### src/rtl/run_sequencer.sv
// rtl/run_sequencer.sv - launch/completion controller holding the core in reset between bounded runs
module run_sequencer #(
    parameter int RST_CYC = 2,
    parameter int CW      = 12,
    parameter int MAX_CYC = 4095
) (
    input  logic          clk,
    input  logic          reset,
    input  logic          req,
    input  logic          core_done,
    output logic          core_reset,
    output logic          busy,
    output logic          ack,
    output logic          timeout,
    output logic [CW-1:0] cycle_cnt
);
    localparam int              HW        = (RST_CYC > 1) ? $clog2(RST_CYC) : 1;
    localparam logic [HW-1:0]   HOLD_INIT = HW'(RST_CYC - 1);
    localparam logic [CW-1:0]   CNT_MAX   = CW'(MAX_CYC);

    typedef enum logic [1:0] {
        IDLE,
        HOLD,
        RUN,
        FINISH
    } state_t;

    state_t        r_state;
    state_t        w_state_nxt;
    logic [HW-1:0] r_hold;
    logic [HW-1:0] w_hold_nxt;
    logic [CW-1:0] r_cnt;
    logic [CW-1:0] w_cnt_nxt;
    logic          r_timeout;
    logic          w_timeout_nxt;
    logic          r_core_reset;
    logic          r_busy;
    logic          r_ack;

    always_comb begin
        w_state_nxt   = r_state;
        w_hold_nxt    = r_hold;
        w_cnt_nxt     = r_cnt;
        w_timeout_nxt = r_timeout;
        case (r_state)
            IDLE: begin
                if (req) begin
                    w_state_nxt   = HOLD;
                    w_hold_nxt    = HOLD_INIT;
                    w_cnt_nxt     = '0;
                    w_timeout_nxt = 1'b0;
                end
            end
            HOLD: begin
                if (r_hold == '0) begin
                    w_state_nxt = RUN;
                end else begin
                    w_hold_nxt = r_hold - HW'(1);
                end
            end
            RUN: begin
                // done takes priority over the limit, so a run finishing on the last cycle is not a timeout
                if (core_done) begin
                    w_state_nxt = FINISH;
                end else if (r_cnt == CNT_MAX) begin
                    w_state_nxt   = FINISH;
                    w_timeout_nxt = 1'b1;
                end else begin
                    w_cnt_nxt = r_cnt + CW'(1);
                end
            end
            FINISH: begin
                w_state_nxt = IDLE;
            end
            default: begin
                w_state_nxt = IDLE;
            end
        endcase
    end

    // Outputs are decoded from the next state so they are registered yet aligned with the state they describe
    always_ff @(posedge clk) begin
        if (reset) begin
            r_state      <= IDLE;
            r_hold       <= '0;
            r_cnt        <= '0;
            r_timeout    <= 1'b0;
            r_core_reset <= 1'b1;
            r_busy       <= 1'b0;
            r_ack        <= 1'b0;
        end else begin
            r_state      <= w_state_nxt;
            r_hold       <= w_hold_nxt;
            r_cnt        <= w_cnt_nxt;
            r_timeout    <= w_timeout_nxt;
            r_core_reset <= (w_state_nxt != RUN);
            r_busy       <= (w_state_nxt == HOLD) || (w_state_nxt == RUN);
            r_ack        <= (w_state_nxt == FINISH);
        end
    end

    assign core_reset = r_core_reset;
    assign busy       = r_busy;
    assign ack        = r_ack;
    assign timeout    = r_timeout;
    assign cycle_cnt  = r_cnt;

endmodule
### config.mk
export PLATFORM = sky130hd
export DESIGN_NAME = run_sequencer
export DESIGN_NICKNAME = d
export VERILOG_FILES = /design/src/rtl/run_sequencer.sv
export SDC_FILE = /design/constraint.sdc
export NUM_CORES = 1
export LEC_CHECK = 0
export CORE_UTILIZATION = 52
export DETAILED_ROUTE_END_ITERATION = 8
export HOLD_SLACK_MARGIN = 0.08
export PLACE_DENSITY_LB_ADDON = 0.15
export SLEW_MARGIN = 20
export SYNTH_ARGS = -nofsm -noshare
export SYNTH_HDL_FRONTEND = slang
export SYNTH_SLANG_ARGS = --single-unit
### constraint.sdc
create_clock -name clk -period 2.83 [get_ports clk]
set_input_delay 0.849 -clock clk [delete_from_list [all_inputs] [get_ports clk]]
set_output_delay 0.849 -clock clk [all_outputs]
set_load 0.02 [all_outputs]
==> run metrics <==
H-Tree Depth 1; critical path class register to output pin; NetSw 0.145 mW; clock power share between 20% and 30%; crit-path cells clkdlybuf4s50_1; TNS Setup 0 ps; Inserted Clock Buffers 3; switch share 28.2%; fin nets about 140; FF-to-FF Start cycle_cnt[0]$_SDFFE_PP0P_; relative slew slack 68.7%; gr usage total 23.9%; CTS max path bufs 2; Hold Violations, Final 0; Crit path buffers/inverters 1; clock-pin slew on the worst setup and hold paths roughly 110 ps; yosys warns 0; ratio of cells with drive above 1 in the final layout 10.0%; number of synthesized flops with an enable pin 0; P&R area growth vs syn 26.3%; DP HPWL 1520 um; antenna-violating nets left 0; register area share after synthesis between 40% and 50%; power share of the combinational group between 10% and 20%; Yosys cell types 37; CP Launch Point cycle_cnt[9]$_SDFFE_PP0P_; flops & latches, synth 19; sequential share of power between 50% and 60%; crit path launch type register; max_cap viols 0; CTS tree built; Post-CTS Repair Setup Buffers 0; vias post-DR a little under 900; # rows 15; worst path required time roughly 2000 ps; Fin Clk Skew around 1.4 ps; CP max stage cell clkdlybuf4s50_1; Slew @ Worst Pin 466 ps; first-pass GRT wire length 3390 um; WL per Instance about 13 um; largest net degree at the start of global routing 12; Resized Gates After CTS 0; Vert. Die Dim around 45 um; leak pwr 0.415 nW; outcome completed; max incr delay on CP between 600 and 700 ps; DR iter-0 viols 30; vias in the first global route ~770; DRC viols 0; GRT Residual Overflow 0; syn_nets approximately 110; RD Place Congestion about 0.83; CTS root buf clkbuf_4; total wire length 2050 um; Power Density ~430 nW/um2; Via density between 5 and 6; Max rail drop VDD 0.413 mV; initial core utilization 55.2%; Hold Crit Start timeout$_SDFFE_PP0P_; worst skew pair latency just over 300 ps; Final Max Tran Viols 0; # port buffers 19; Async SR Flop Fraction 0%; CTS Hold Bufs 0; Tcrit/Tclk final roughly 81%; Synth Instances approximately 110; Core Region between 1500 and 2000 um2; RSZ-0062 raised after global routing false; Critical Path AT 1430 ps; die area approximately 2000 um2; Die Wd between 40 and 50 um; first-pass iteration count of the detailed router 4; Syn Area/Cell around 8.7 um2; initial antenna violation count 0; mapped cell area ~940 um2; maximum clock rate about 440 MHz; critical path's top delay family buffers and inverters; final setup violation count 0; CTS sink count 19; Hold Path Class register to register; IO Pins 20; Fillers roughly 140; cell internal pwr 0.369 mW; Post-synth top flop dfxtp_1; antenna diode instance count 0; CP endpoint kind output pin; Tot Pwr between 0.5 and 0.6 mW; Period minus WS final 2280 ps; Crit Path Max Fanout 8
==> through the flow <==
step                cell area, um2  util [%]  worst slack (ps)  hold WS, ps  cells
finish                        1190      69.7               552          499    155
global route                  1190      69.7               471          543    155
CTS                           1190      69.7               541          507    155
detailed placement            1160      68.1               385          480    151
global placement              1160      68.1               390          484    151
floorplan                      942         -               697          492    108
==> registers in the layout, indices dropped and copies added (netlist names) <==
register	cells
busy	1
cycle_cnt	12
r_hold	1
r_state	2
core_reset	1
timeout	1
ack	1
==> final timing paths <==
| kind | endpoint | slack (ps) | depth (start not counted) |
|---|---|---|---|
| min reg2reg | timeout$_SDFFE_PP0P_ | 500 | 2 |
| max reg2reg | busy$_SDFF_PP0_ | 680 | 7 |
| min | timeout$_SDFFE_PP0P_ | 500 | 2 |
| max | cycle_cnt[9] | 550 | 1 |
==> power by group through the flow <==
stage	Clock (mW)	Combinational [mW]	Sequential, mW
finish	0.142	0.0832	0.289
floorplan	0	0.0478	0.299
global route	0.159	0.0925	0.291
detailed placement	0	0.0821	0.294
CTS	0.146	0.0831	0.288
global placement	0	0.0818	0.294
==> cell families (layout without fill, tap and decap cells) <==
kind of cell,after synthesis,count (layout),share of synthesized area (%)
simple gates,52,52,34.4
buf+inv,6,28,2.52
compound gates,29,29,20.1
fa+ha+maj,2,2,2.66
flops,19,19,40.4
==> placed cells by master (no fill, tap or decap), types with 4 or more instances in the layout <==
cell / n
nor2_1: 6
nor2b_1: 4
clkdlybuf4s50_1: 19
dfxtp_1: 19
o21ai_0: 5
nand2_1: 10
a21oi_1: 10
inv_1: 4
nor3_1: 4
==> layout make-up <==
type | count | area [um2] | share of cell area, %
clock inverters | 1 | 5.00 | 0.421
repair buffers | 20 | 198 | 16.6
flip-flops and latches | 19 | 380 | 32.0
clock buffers | 3 | 22.5 | 1.89
multi-input cells | 83 | 538 | 45.2
inverters | 4 | 15.0 | 1.26
well taps | 25 | 31.3 | 2.63
==> cells in the mapped netlist, types with 2 or more instances <==
cell	n	area share, %
dfxtp_1	19	40
a21oi_1	10	5.3
nand2_1	10	4.0
nor2_1	6	2.4
o21ai_0	5	2.7
inv_1	4	1.6
nor2b_1	4	2.7
nor3_1	4	2.1
a211oi_1	3	2.4
a311oi_1	3	2.8
and3_1	3	2.0
nand2b_1	3	2.0
a31oi_1	2	1.3
and2_1	2	1.3
and4_1	2	1.9
ha_1	2	2.7
nand3_1	2	1.1
nand3_2	2	2.1
nor4_1	2	1.3
or3_1	2	1.3
or4_1	2	1.6
==> metal layers <==
| metal | GRT usage [%] | routed length (um) | share of wire [%] |
|---|---|---|---|
| met1 | 29.5 | 936 | 46 |
| met2 | 39.7 | 996 | 49 |
| met3 | 4.90 | 85 | 4.1 |
| met4 | 10.9 | 29 | 1.4 |
| met5 | 0 | 0 | 0 |
Note: power is estimated with default switching activity, not from simulation.
